File: config.mk
export PLATFORM = sky130hd
export DESIGN_NAME = div8_seq
export DESIGN_NICKNAME = d
export VERILOG_FILES = /design/src/rtl/div8_pkg.sv /design/src/rtl/div8_seq_div_step.sv /design/src/rtl/div8_seq.sv
export SDC_FILE = /design/constraint.sdc
export NUM_CORES = 1
export LEC_CHECK = 0
export BUFFER_PORTS_ARGS = -buffer_cell sky130_fd_sc_hd__buf_4
export CORE_MARGIN = 2
export CORE_UTILIZATION = 60
export CTS_CLUSTER_DIAMETER = 80
export DETAILED_ROUTE_END_ITERATION = 7
export GPL_TIMING_DRIVEN = 0
export PLACE_DENSITY = 0.84
export SLEW_MARGIN = 20
export SYNTH_ARGS = -nofsm -noshare
export SYNTH_HDL_FRONTEND = slang
export SYNTH_SLANG_ARGS = --single-unit
export TNS_END_PERCENT = 100
File: constraint.sdc
create_clock -name CLK -period 6.2 [get_ports CLK]
set_input_delay 1.24 -clock CLK [delete_from_list [all_inputs] [get_ports CLK]]
set_output_delay 1.24 -clock CLK [all_outputs]
set_load 0.02 [all_outputs]
File: src/rtl/div8_pkg.sv
// Shared definitions for the sequential 8-bit divider: default operand
// width and the controller state encoding.
package div8_pkg;

   localparam int DIV_WIDTH = 8;

   typedef enum logic [1:0] {
      IDLE = 2'd0,
      RUN  = 2'd1,
      DONE = 2'd2
   } state_t;

endpackage : div8_pkg

File: src/rtl/div8_seq_div_step.sv
// One restoring-division step: WIDTH+1-bit remainder minus zero-extended
// divisor, done as invert + add with carry-in 1. A missing carry-out means
// the subtraction borrowed (remainder < divisor). Purely combinational.
module div_step
   import div8_pkg::*;
#(
   parameter int WIDTH = DIV_WIDTH
)
(
   input  logic [WIDTH:0]   rem_i,
   input  logic [WIDTH-1:0] dvs_i,
   output logic [WIDTH:0]   diff_o,
   output logic             borrow_o
);

   logic [WIDTH+1:0] sum;

   assign sum      = {1'b0, rem_i} + {1'b0, ~{1'b0, dvs_i}} + {{(WIDTH+1){1'b0}}, 1'b1};
   assign diff_o   = sum[WIDTH:0];
   assign borrow_o = ~sum[WIDTH+1];

endmodule : div_step

File: src/rtl/div8_seq.sv
// Sequential unsigned restoring divider, one quotient bit per clock, MSB
// first. IDLE waits for START, RUN iterates WIDTH times, DONE presents a
// one-cycle VALID and may immediately accept the next operation. A zero
// divisor skips RUN and reports Q=all ones, R=dividend, DIV0=1.
module div8_seq
   import div8_pkg::*;
#(
   parameter int WIDTH = DIV_WIDTH
)
(
   input  logic             CLK,
   input  logic             ASYNCRESETN,
   input  logic             START,
   input  logic [WIDTH-1:0] I0,
   input  logic [WIDTH-1:0] I1,
   output logic             READY,
   output logic             VALID,
   output logic [WIDTH-1:0] Q,
   output logic [WIDTH-1:0] R,
   output logic             DIV0
);

   localparam int CW = (WIDTH > 1) ? $clog2(WIDTH) : 1;

   state_t           state_q, state_d;
   logic [CW-1:0]    cnt_q, cnt_d;
   logic [WIDTH:0]   rem_q, rem_d;
   // Dividend bits leave at the MSB while quotient bits enter at the LSB,
   // so after WIDTH steps this register holds the quotient.
   logic [WIDTH-1:0] dvd_q, dvd_d;
   logic [WIDTH-1:0] dvs_q, dvs_d;
   logic [WIDTH-1:0] q_q, q_d;
   logic [WIDTH-1:0] r_q, r_d;
   logic             div0_q, div0_d;

   logic [WIDTH:0]   shifted;
   logic [WIDTH:0]   diff;
   logic             borrow;
   logic             unused_rem_msb;

   // A restored remainder is always below the divisor, so its top bit is
   // zero and drops out of the shift.
   assign shifted        = {rem_q[WIDTH-1:0], dvd_q[WIDTH-1]};
   assign unused_rem_msb = rem_q[WIDTH];

   div_step #(.WIDTH(WIDTH)) u_step (
      .rem_i    (shifted),
      .dvs_i    (dvs_q),
      .diff_o   (diff),
      .borrow_o (borrow)
   );

   // Next-state, datapath and result-register update logic.
   always_comb begin
      state_d = state_q;
      cnt_d   = cnt_q;
      rem_d   = rem_q;
      dvd_d   = dvd_q;
      dvs_d   = dvs_q;
      q_d     = q_q;
      r_d     = r_q;
      div0_d  = div0_q;

      case (state_q)
         IDLE, DONE: begin
            state_d = IDLE;
            if (START) begin
               dvd_d = I0;
               dvs_d = I1;
               rem_d = '0;
               cnt_d = '0;
               if (I1 == '0) begin
                  state_d = DONE;
                  q_d     = '1;
                  r_d     = I0;
                  div0_d  = 1'b1;
               end else begin
                  state_d = RUN;
               end
            end
         end
         RUN: begin
            rem_d = borrow ? shifted : diff;
            dvd_d = {dvd_q[WIDTH-2:0], ~borrow};
            cnt_d = cnt_q + CW'(1);
            if (cnt_q == CW'(WIDTH - 1)) begin
               state_d = DONE;
               q_d     = dvd_d;
               r_d     = rem_d[WIDTH-1:0];
               div0_d  = 1'b0;
            end
         end
         default: state_d = IDLE;
      endcase
   end

   // State and data registers with asynchronous active-low clear.
   always_ff @(posedge CLK or negedge ASYNCRESETN) begin
      if (!ASYNCRESETN) begin
         state_q <= IDLE;
         cnt_q   <= '0;
         rem_q   <= '0;
         dvd_q   <= '0;
         dvs_q   <= '0;
         q_q     <= '0;
         r_q     <= '0;
         div0_q  <= 1'b0;
      end else begin
         state_q <= state_d;
         cnt_q   <= cnt_d;
         rem_q   <= rem_d;
         dvd_q   <= dvd_d;
         dvs_q   <= dvs_d;
         q_q     <= q_d;
         r_q     <= r_d;
         div0_q  <= div0_d;
      end
   end

   assign READY = (state_q != RUN);
   assign VALID = (state_q == DONE);
   assign Q     = q_q;
   assign R     = r_q;
   assign DIV0  = div0_q;

endmodule : div8_seq

Word-level counts from Yosys, hierarchy flattened. Index checks and enable logic that the tools add are counted.

Register bits: 46. Input bits: 19. Output and inout port bits: 19. Logic and storage cells: 49.

Add/sub/neg operators: 3. Eq/ne operators: 7. Multiplexer cells: 23. Bitwise logic cells: 1. Reduce and logical (&&, ||, !) cells: 7.

Operators by type and width (number): $mux W8 (9); $pmux W8 S2 (4); $add A10 B1 Y10 const B (1); $add A9 B9 Y10 (1); $not A8 Y9 (1); $logic_not A8 Y1 (1); $mux W2 (3); $ne A2 B2 Y1 const B (3); $pmux W3 S2 (1); $pmux W2 S2 (1); $reduce_and A2 Y1 (2); $reduce_and A4 Y1 (1); $add A3 B1 Y3 const B (1); $eq A3 B3 Y1 const B (1); $mux W1 (3); $mux W3 (1); $eq A2 B1 Y1 const B (1); $eq A2 B2 Y1 const B (1); $logic_not A2 Y1 (1); $ne A2 B1 Y1 const B (1); $pmux W1 S2 (1); $reduce_bool A2 Y1 (1); $reduce_or A2 Y1 (1).

Depth between registers and ports, before layout. Gate-level depths: netlist of the first run.

Depth after elaboration: 6. Gate-level depth with buffers: 9. Gate-level depth less buffers: 9.

Cells and area by module. Synthesis of the first run repeated with hierarchy kept, for this count alone.

Cell total of the unflattened synthesis: 236. Area, all modules: 2488.6 µm².

Modules (own cells, without submodules): div8_seq (instances 1, cells each 171, area an instance 2047.0 µm², seq. area each 1151.1 µm²); div_step (instances 1, cells each 65, area an instance 441.7 µm², seq. area each 0.0 µm²).

Worst setup path after synthesis of the first run. OpenSTA, ideal clock, no wires.

Kind: input -> register. Start point: in I1[5]. End point: reg r_q[5], in the netlist R[5]. Library setup time: 82 ps. Arrival: 2290 ps. Data required time: 6118 ps. Slack: 3828 ps. Stages on the path: 6. Buffers on the path: 1. Cell sequence: nor4_1 > nand3_1 > nand2_1 > buf_2 > nor2_1 > a31oi_1.

Word-level cells in the longest chain between the ends: 3.

Ends and longest elaborated chain: start, declared (line div8_seq.sv:15) `input logic [WIDTH-1:0] I1,`; $logic_not A8 Y1 (line div8_seq.sv:72) `if (I1 == '0) begin`; $ne A2 B2 Y1 (no source line); $reduce_and A4 Y1 (no source line); end signal, assigned (line div8_seq.sv:115) `r_q <= r_d;`; end, declared (line div8_seq.sv:33) `logic [WIDTH-1:0] r_q, r_d;`.

Every way passes these cells. A chain may end at the register's enable or synchronous reset.

Final worst setup path of the first run.
Start point: reg state_q[0]. End point: out READY.

Word-level cells in the longest chain between the ends: 1.

Ends and longest elaborated chain: start, declared (line div8_seq.sv:25) `state_t state_q, state_d;`; start signal, assigned (line div8_seq.sv:109) `state_q <= state_d;`; $ne A2 B1 Y1 (line div8_seq.sv:120) `assign READY = (state_q != RUN);`; end, declared (line div8_seq.sv:16) `output logic READY,`.

Every way passes these cells.

==> flow_summary.json, run 1 <==
{
  "row_count": 22,
  "grt_antenna_before_repair": 0,
  "fin_nets": 317,
  "clock_sinks": 46,
  "layout-drive-gt1-share_pct": 17.77,
  "drv_slew": 0,
  "avgSynthCellArea_um2": 9.654,
  "clockBufferDepth": 2,
  "p_leak_nw": 1.250,
  "maxCapViolCount": 0,
  "dpl_cell_area_um2": 2684,
  "portBuffers": 37,
  "crit_chain": "nor2b_1 -> buf_2 -> clkinv_1 -> clkbuf_1 -> buf_4",
  "stdcell_area_um2": 2764,
  "syn_inst": 243,
  "diodes": 0,
  "drt-initial-drc-count": 114,
  "worstSetupPathType": "register to output port",
  "dp_hpwl_um": 4010,
  "hold_buffers": 0,
  "stdcell_count": 335,
  "setup-tns-final_ps": 0,
  "synth_top_family_by_area": "compound AO/OA/AOI/OAI gates",
  "synth_top_area_share_pct": 49.07,
  "post_cts_buffers": 0,
  "die_w_um": 66.53,
  "wl_um": 5468,
  "grt.overflow.total": 0,
  "max_slew_margin_pct": 61.00,
  "cpMaxStageDelayCell": "dfrtp_1",
  "finClkSkew_ps": 3.181,
  "start_kind": "register",
  "grt_usage_pct": 27.81,
  "core_area_um2": 3716,
  "yosys.area.top_type": "dfrtp_1",
  "yosys_warnings": 0,
  "ir_drop_uv": 360.3,
  "reg2reg_slack_ps": 3810,
  "dr_total_vias": 1916,
  "ant_nets": 0,
  "rsz0062_at_grt": "false",
  "cts_tree": "yes",
  "synth_area_leaders": "dfrtp_1, ha_1, mux2i_1",
  "cts-resized-gates": 0,
  "place.gp.congestion": 0.9405,
  "required_ps": 4960,
  "max_freq_ghz": 0.3223,
  "fin_crit_ps": 3102,
  "die_area_um2": 4426,
  "initial_core_util_pct": 63.13,
  "synth-seq-area-share_pct": 49.07,
  "status": "completed",
  "crit_path_end_kind": "output port",
  "finalSetupViolations": 0,
  "synthMuxAreaShare_pct": 6.240,
  "cp.arrival_ps": 1860,
  "cts_buffers": 5,
  "grt_max_degree": 47,
  "synth_compound_area_share_pct": 17.33,
  "hold_path.class": "register to register",
  "synth-simple-area-share_pct": 15.95,
  "crit_fanout": 10,
  "synthAdderAreaFrac_pct": 6.187,
  "synthesis.nets": 273,
  "grt_pass1_vias": 1916,
  "synth_xor_area_share_pct": 0.7467,
  "clk_pin_slew_ps": 80,
  "grt_pass1_wl_um": 9018,
  "ys_ff_latch": 46,
  "ios": 38,
  "die_h_um": 66.53,
  "hold_violations": 0,
  "power_density_nw_per_um2": 635.5,
  "synth_area_um2": 2346,
  "cts_root_buf": "clkbuf_8",
  "area_growth_pct": 17.81,
  "placed_cells": 328,
  "worst_slew_pin_slew_ps": 585.1,
  "insertion_delay_ps": 300,
  "finalCritPeriodShare_pct": 50.04,
  "viasPerCell": 5.719,
  "wl_per_cell_um": 16.32,
  "synth_cell_type_count": 41,
  "htree_levels": 2,
  "cpPeakStageDelay_ps": 370,
  "drtPass1Iterations": 4,
  "drc": 0
}
==> metal layers <==
layer	GRT usage (%)	up-vias	wire [um]
li1	-	938	-
met1	36.31	919	2388
met2	47.00	54	2745
met3	6.081	5	271
met4	7.143	0	63
met5	0	-	0
==> per-stage QoR <==
stage / total power [W] / setup WS (ps) / util, % / hold WS [ps]
3_5_place_dp: 0.001568 / 3194 / 72.22 / 476.8
3_3_place_gp: 0.001550 / 3312 / 72.22 / 463.0
4_1_cts: 0.001756 / 3088 / 74.38 / 497.1
2_1_floorplan: 0.001273 / 3828 / - / 464.3
5_1_grt: 0.001896 / 2985 / 74.38 / 517.5
6_report: 0.001757 / 3098 / 74.38 / 497.7
==> cells by family (layout without fill, tap and decap cells) <==
logic type	Yosys count	in the layout
and+or+nand+nor	82	82
AOI/OAI and AO/OA	63	63
DFF	46	46
buffers and inverters	25	69
muxes	14	14
adders and majority gates	11	11
xor gates and xnor gates	2	2
==> cell type report <==
class,count,area [um^2]
Sequential cell,46,1151
Multi-Input combinational cell,172,1090
Fill cell,287,952.2
Timing Repair Buffer,37,277.8
Clock buffer,6,72.57
Tap cell,48,60.06
Buffer,11,52.55
Inverter,14,52.55
Clock inverter,1,7.507
==> cell usage in the layout, fill, tap and decap left out, drive strengths merged, types with 2 or more instances in the layout <==
cell type  synthesis  final
nand3b             2      2
clkbuf             5     11
ha                10     10
nand2             29     29
inv               13     13
dfrtp             46     46
xnor2              2      2
a22o               2      2
a221oi             6      6
a21oi             15     15
o22a               4      4
o211ai             2      2
nor3b              2      2
nor2              24     24
a31oi              3      3
buf                6     43
and2               2      2
nor3               4      4
o21ai             23     23
mux2               2      2
mux2i             12     12
nor4               2      2
nor2b              7      7
nand3              7      7
==> report_power, final <==
group	internal (W)	switching (W)	total, W	leakage, nW
logic	0.000435	0.000607	0.00104	0.680
clock network	0.0000774	0.0000978	0.000175	0.0373
registers	0.000449	0.0000906	0.000539	0.533
==> worst max-delay path: cells and delay by family (launching register included) <==
| kind | cells | cell delay [ps] |
|---|---|---|
| flip-flops | 1 | 370 |
| AND/OR/NAND/NOR | 1 | 130 |
| buffers and inverters | 4 | 1050 |
==> registers in the layout, summed over array words and instances, names as in the netlist <==
signal and count:
R 8, Q 8, DIV0 1, cnt_q 3, rem_q 8, dvs_q 8
state_q 2, dvd_q 8
==> worst paths after layout <==
kind                                  start        to  depth (start not counted)
max in group asynchronous       ASYNCRESETN  dvd_q[7]                          1
worst max register to register     rem_q[1]      R[1]                          7
worst max-delay path             state_q[0]     READY                          5
worst min-delay path                   Q[3]      Q[3]                          1
min in group asynchronous       ASYNCRESETN  dvs_q[2]                          1
worst min register to register         Q[3]      Q[3]                          1
==> cell usage after synthesis, drive strengths merged <==
cell type,count
nor2b,7
a21o,1
nor3,4
fa,1
a221oi,6
nand3,7
o21a,1
ha,10
o21ai,23
nand2,29
and2,2
clkbuf,5
inv,13
nand4b,1
o31ai,1
nor3b,2
nand3b,2
nor2,24
xnor2,2
a2111oi,1
dfrtp,46
clkinv,1
a211o,1
nand4,1
a211oi,1
or3,1
o221ai,1
buf,6
a21oi,15
mux2i,12
o311ai,1
nor4,2
o211ai,2
mux2,2
a31oi,3
o22a,4
a22o,2
Note: power is estimated with default switching activity, not from simulation.
==> run 2, diff against run 1 <==
Settings changed: CORE_UTILIZATION 60 to 56, PLACE_DENSITY 0.84 to 0.79.
Clock period 6.2 ns to 3.2 ns, I/O delays scaled along.
==> flow_summary.json, run 2 (synthesized netlist as in run 1, its figures left out) <==
{
  "cpMaxStageDelayCell": "dfrtp_1",
  "hold_buffers": 0,
  "crit_path_end_kind": "output port",
  "drt-initial-drc-count": 75,
  "final_util_pct": 69.32,
  "final_cell_mix": "dfrtp_1, buf_4, nand2_1",
  "start_kind": "register",
  "place.gp.congestion": 0.8553,
  "rr_startpoint": "rem_q[1]",
  "grt.overflow.total": 0,
  "hold_path.class": "input port to async pin",
  "die_h_um": 68.73,
  "crit_buf_inv": 4,
  "status": "completed",
  "area_growth_pct": 19.04,
  "wl_per_cell_um": 16.33,
  "cp_num_cells": 5,
  "worstSetupPathType": "register to output port",
  "grt_pass1_wl_um": 8852,
  "dr_wl_met2_um": 2660,
  "post_cts_buffers": 0,
  "grt_pass1_vias": 1821,
  "max_freq_ghz": 0.3929,
  "core_area_um2": 4029,
  "cts_root_buf": "clkbuf_8",
  "grt_usage_pct": 25.95,
  "cts_buffers": 5,
  "mostFrequentLayoutCell": "dfrtp_1",
  "dp_hpwl_um": 4066,
  "dr_total_vias": 1920,
  "crit_chain": "nor2b_1 -> buf_2 -> clkinv_1 -> clkbuf_1 -> buf_4",
  "max_slew_margin_pct": 57.55,
  "htree_levels": 2,
  "ir_drop_uv": 599.8,
  "rsz0062_at_grt": "false",
  "finalCritPeriodShare_pct": 79.54,
  "crit_fanout": 10,
  "clockBufferDepth": 2,
  "finalSetupViolations": 0,
  "timing.rr.end": "R[3]",
  "diodes": 0,
  "grt_antenna_before_repair": 0,
  "met1_length_um": 2558,
  "cts_tree": "yes",
  "r2r_cells": 7,
  "reg2reg_slack_ps": 990,
  "cp.arrival_ps": 1910,
  "clock_sinks": 46,
  "layout-drive-gt1-share_pct": 17.71,
  "die_w_um": 68.73,
  "p_leak_nw": 1.265,
  "finClkSkew_ps": 10.37,
  "top_layer": "met4",
  "setup-tns-final_ps": 0,
  "ant_nets": 0,
  "cp_top_family": "buffers and inverters",
  "portBuffers": 37,
  "viasPerCell": 5.680,
  "drtPass1Iterations": 5,
  "initial_core_util_pct": 58.23,
  "route.met3.wl_um": 239,
  "drc": 0,
  "wl_um": 5519,
  "fin_crit_ps": 2545,
  "required_ps": 2560,
  "clk_pin_slew_ps": 90,
  "maxCapViolCount": 0,
  "ios": 38,
  "power_density_nw_per_um2": 1252,
  "fin_nets": 317,
  "drv_slew": 0,
  "hold_violations": 0,
  "grt_max_degree": 47,
  "worst_slew_pin_slew_ps": 630.9,
  "insertion_delay_ps": 300,
  "die_area_um2": 4723,
  "cpPeakStageDelay_ps": 370,
  "cts-resized-gates": 0,
  "row_count": 23
}
==> run 2: layout make-up <==
| type | count | area [um^2] |
|---|---|---|
| well taps | 50 | 62.56 |
| plain buffers | 11 | 52.55 |
| repair buffers | 37 | 277.8 |
| multi-input cells | 172 | 1090 |
| clock buffers | 7 | 76.32 |
| flip-flops and latches | 46 | 1151 |
| inverters | 14 | 52.55 |
| fillers | 335 | 1236 |
| clock inverters | 1 | 30.03 |
==> run 2: layer usage <==
metal | global-route usage [%] | vias to the layer above
met1 | 35.83 | 909
met4 | 6.863 | 0
li1 | - | 946
met2 | 41.59 | 56
met3 | 5.844 | 9
met5 | 0 | -
==> run 2: power breakdown <==
group | internal (W) | leakage, nW | switching, W
logic | 0.000847 | 0.680 | 0.00117
clock network | 0.000234 | 0.0524 | 0.000199
registers | 0.000869 | 0.533 | 0.000174
==> run 2: per-stage QoR <==
stage	total power [W]	worst slack (ps)	std cells	cell area (um^2)	hold WS [ps]
floorplan	0.002467	1220	243	2346	344.4
global placement	0.002992	717.2	330	2686	464.6
detailed placement	0.003051	703.7	330	2686	466.3
CTS	0.003492	672.4	338	2793	356.5
global route	0.003758	517.3	338	2793	379.0
finish	0.003496	654.6	338	2793	334.8
==> run 2: worst max path at each step <==
stage / start / slack (ps) / to
after global routing: state_q[0] / 520 / READY
after detailed placement: I1[1] / 700 / R[7]
after global placement: I1[1] / 720 / R[7]
after CTS: state_q[0] / 670 / READY
final: state_q[0] / 650 / READY
after floorplan: rem_q[3] / 1220 / R[0]
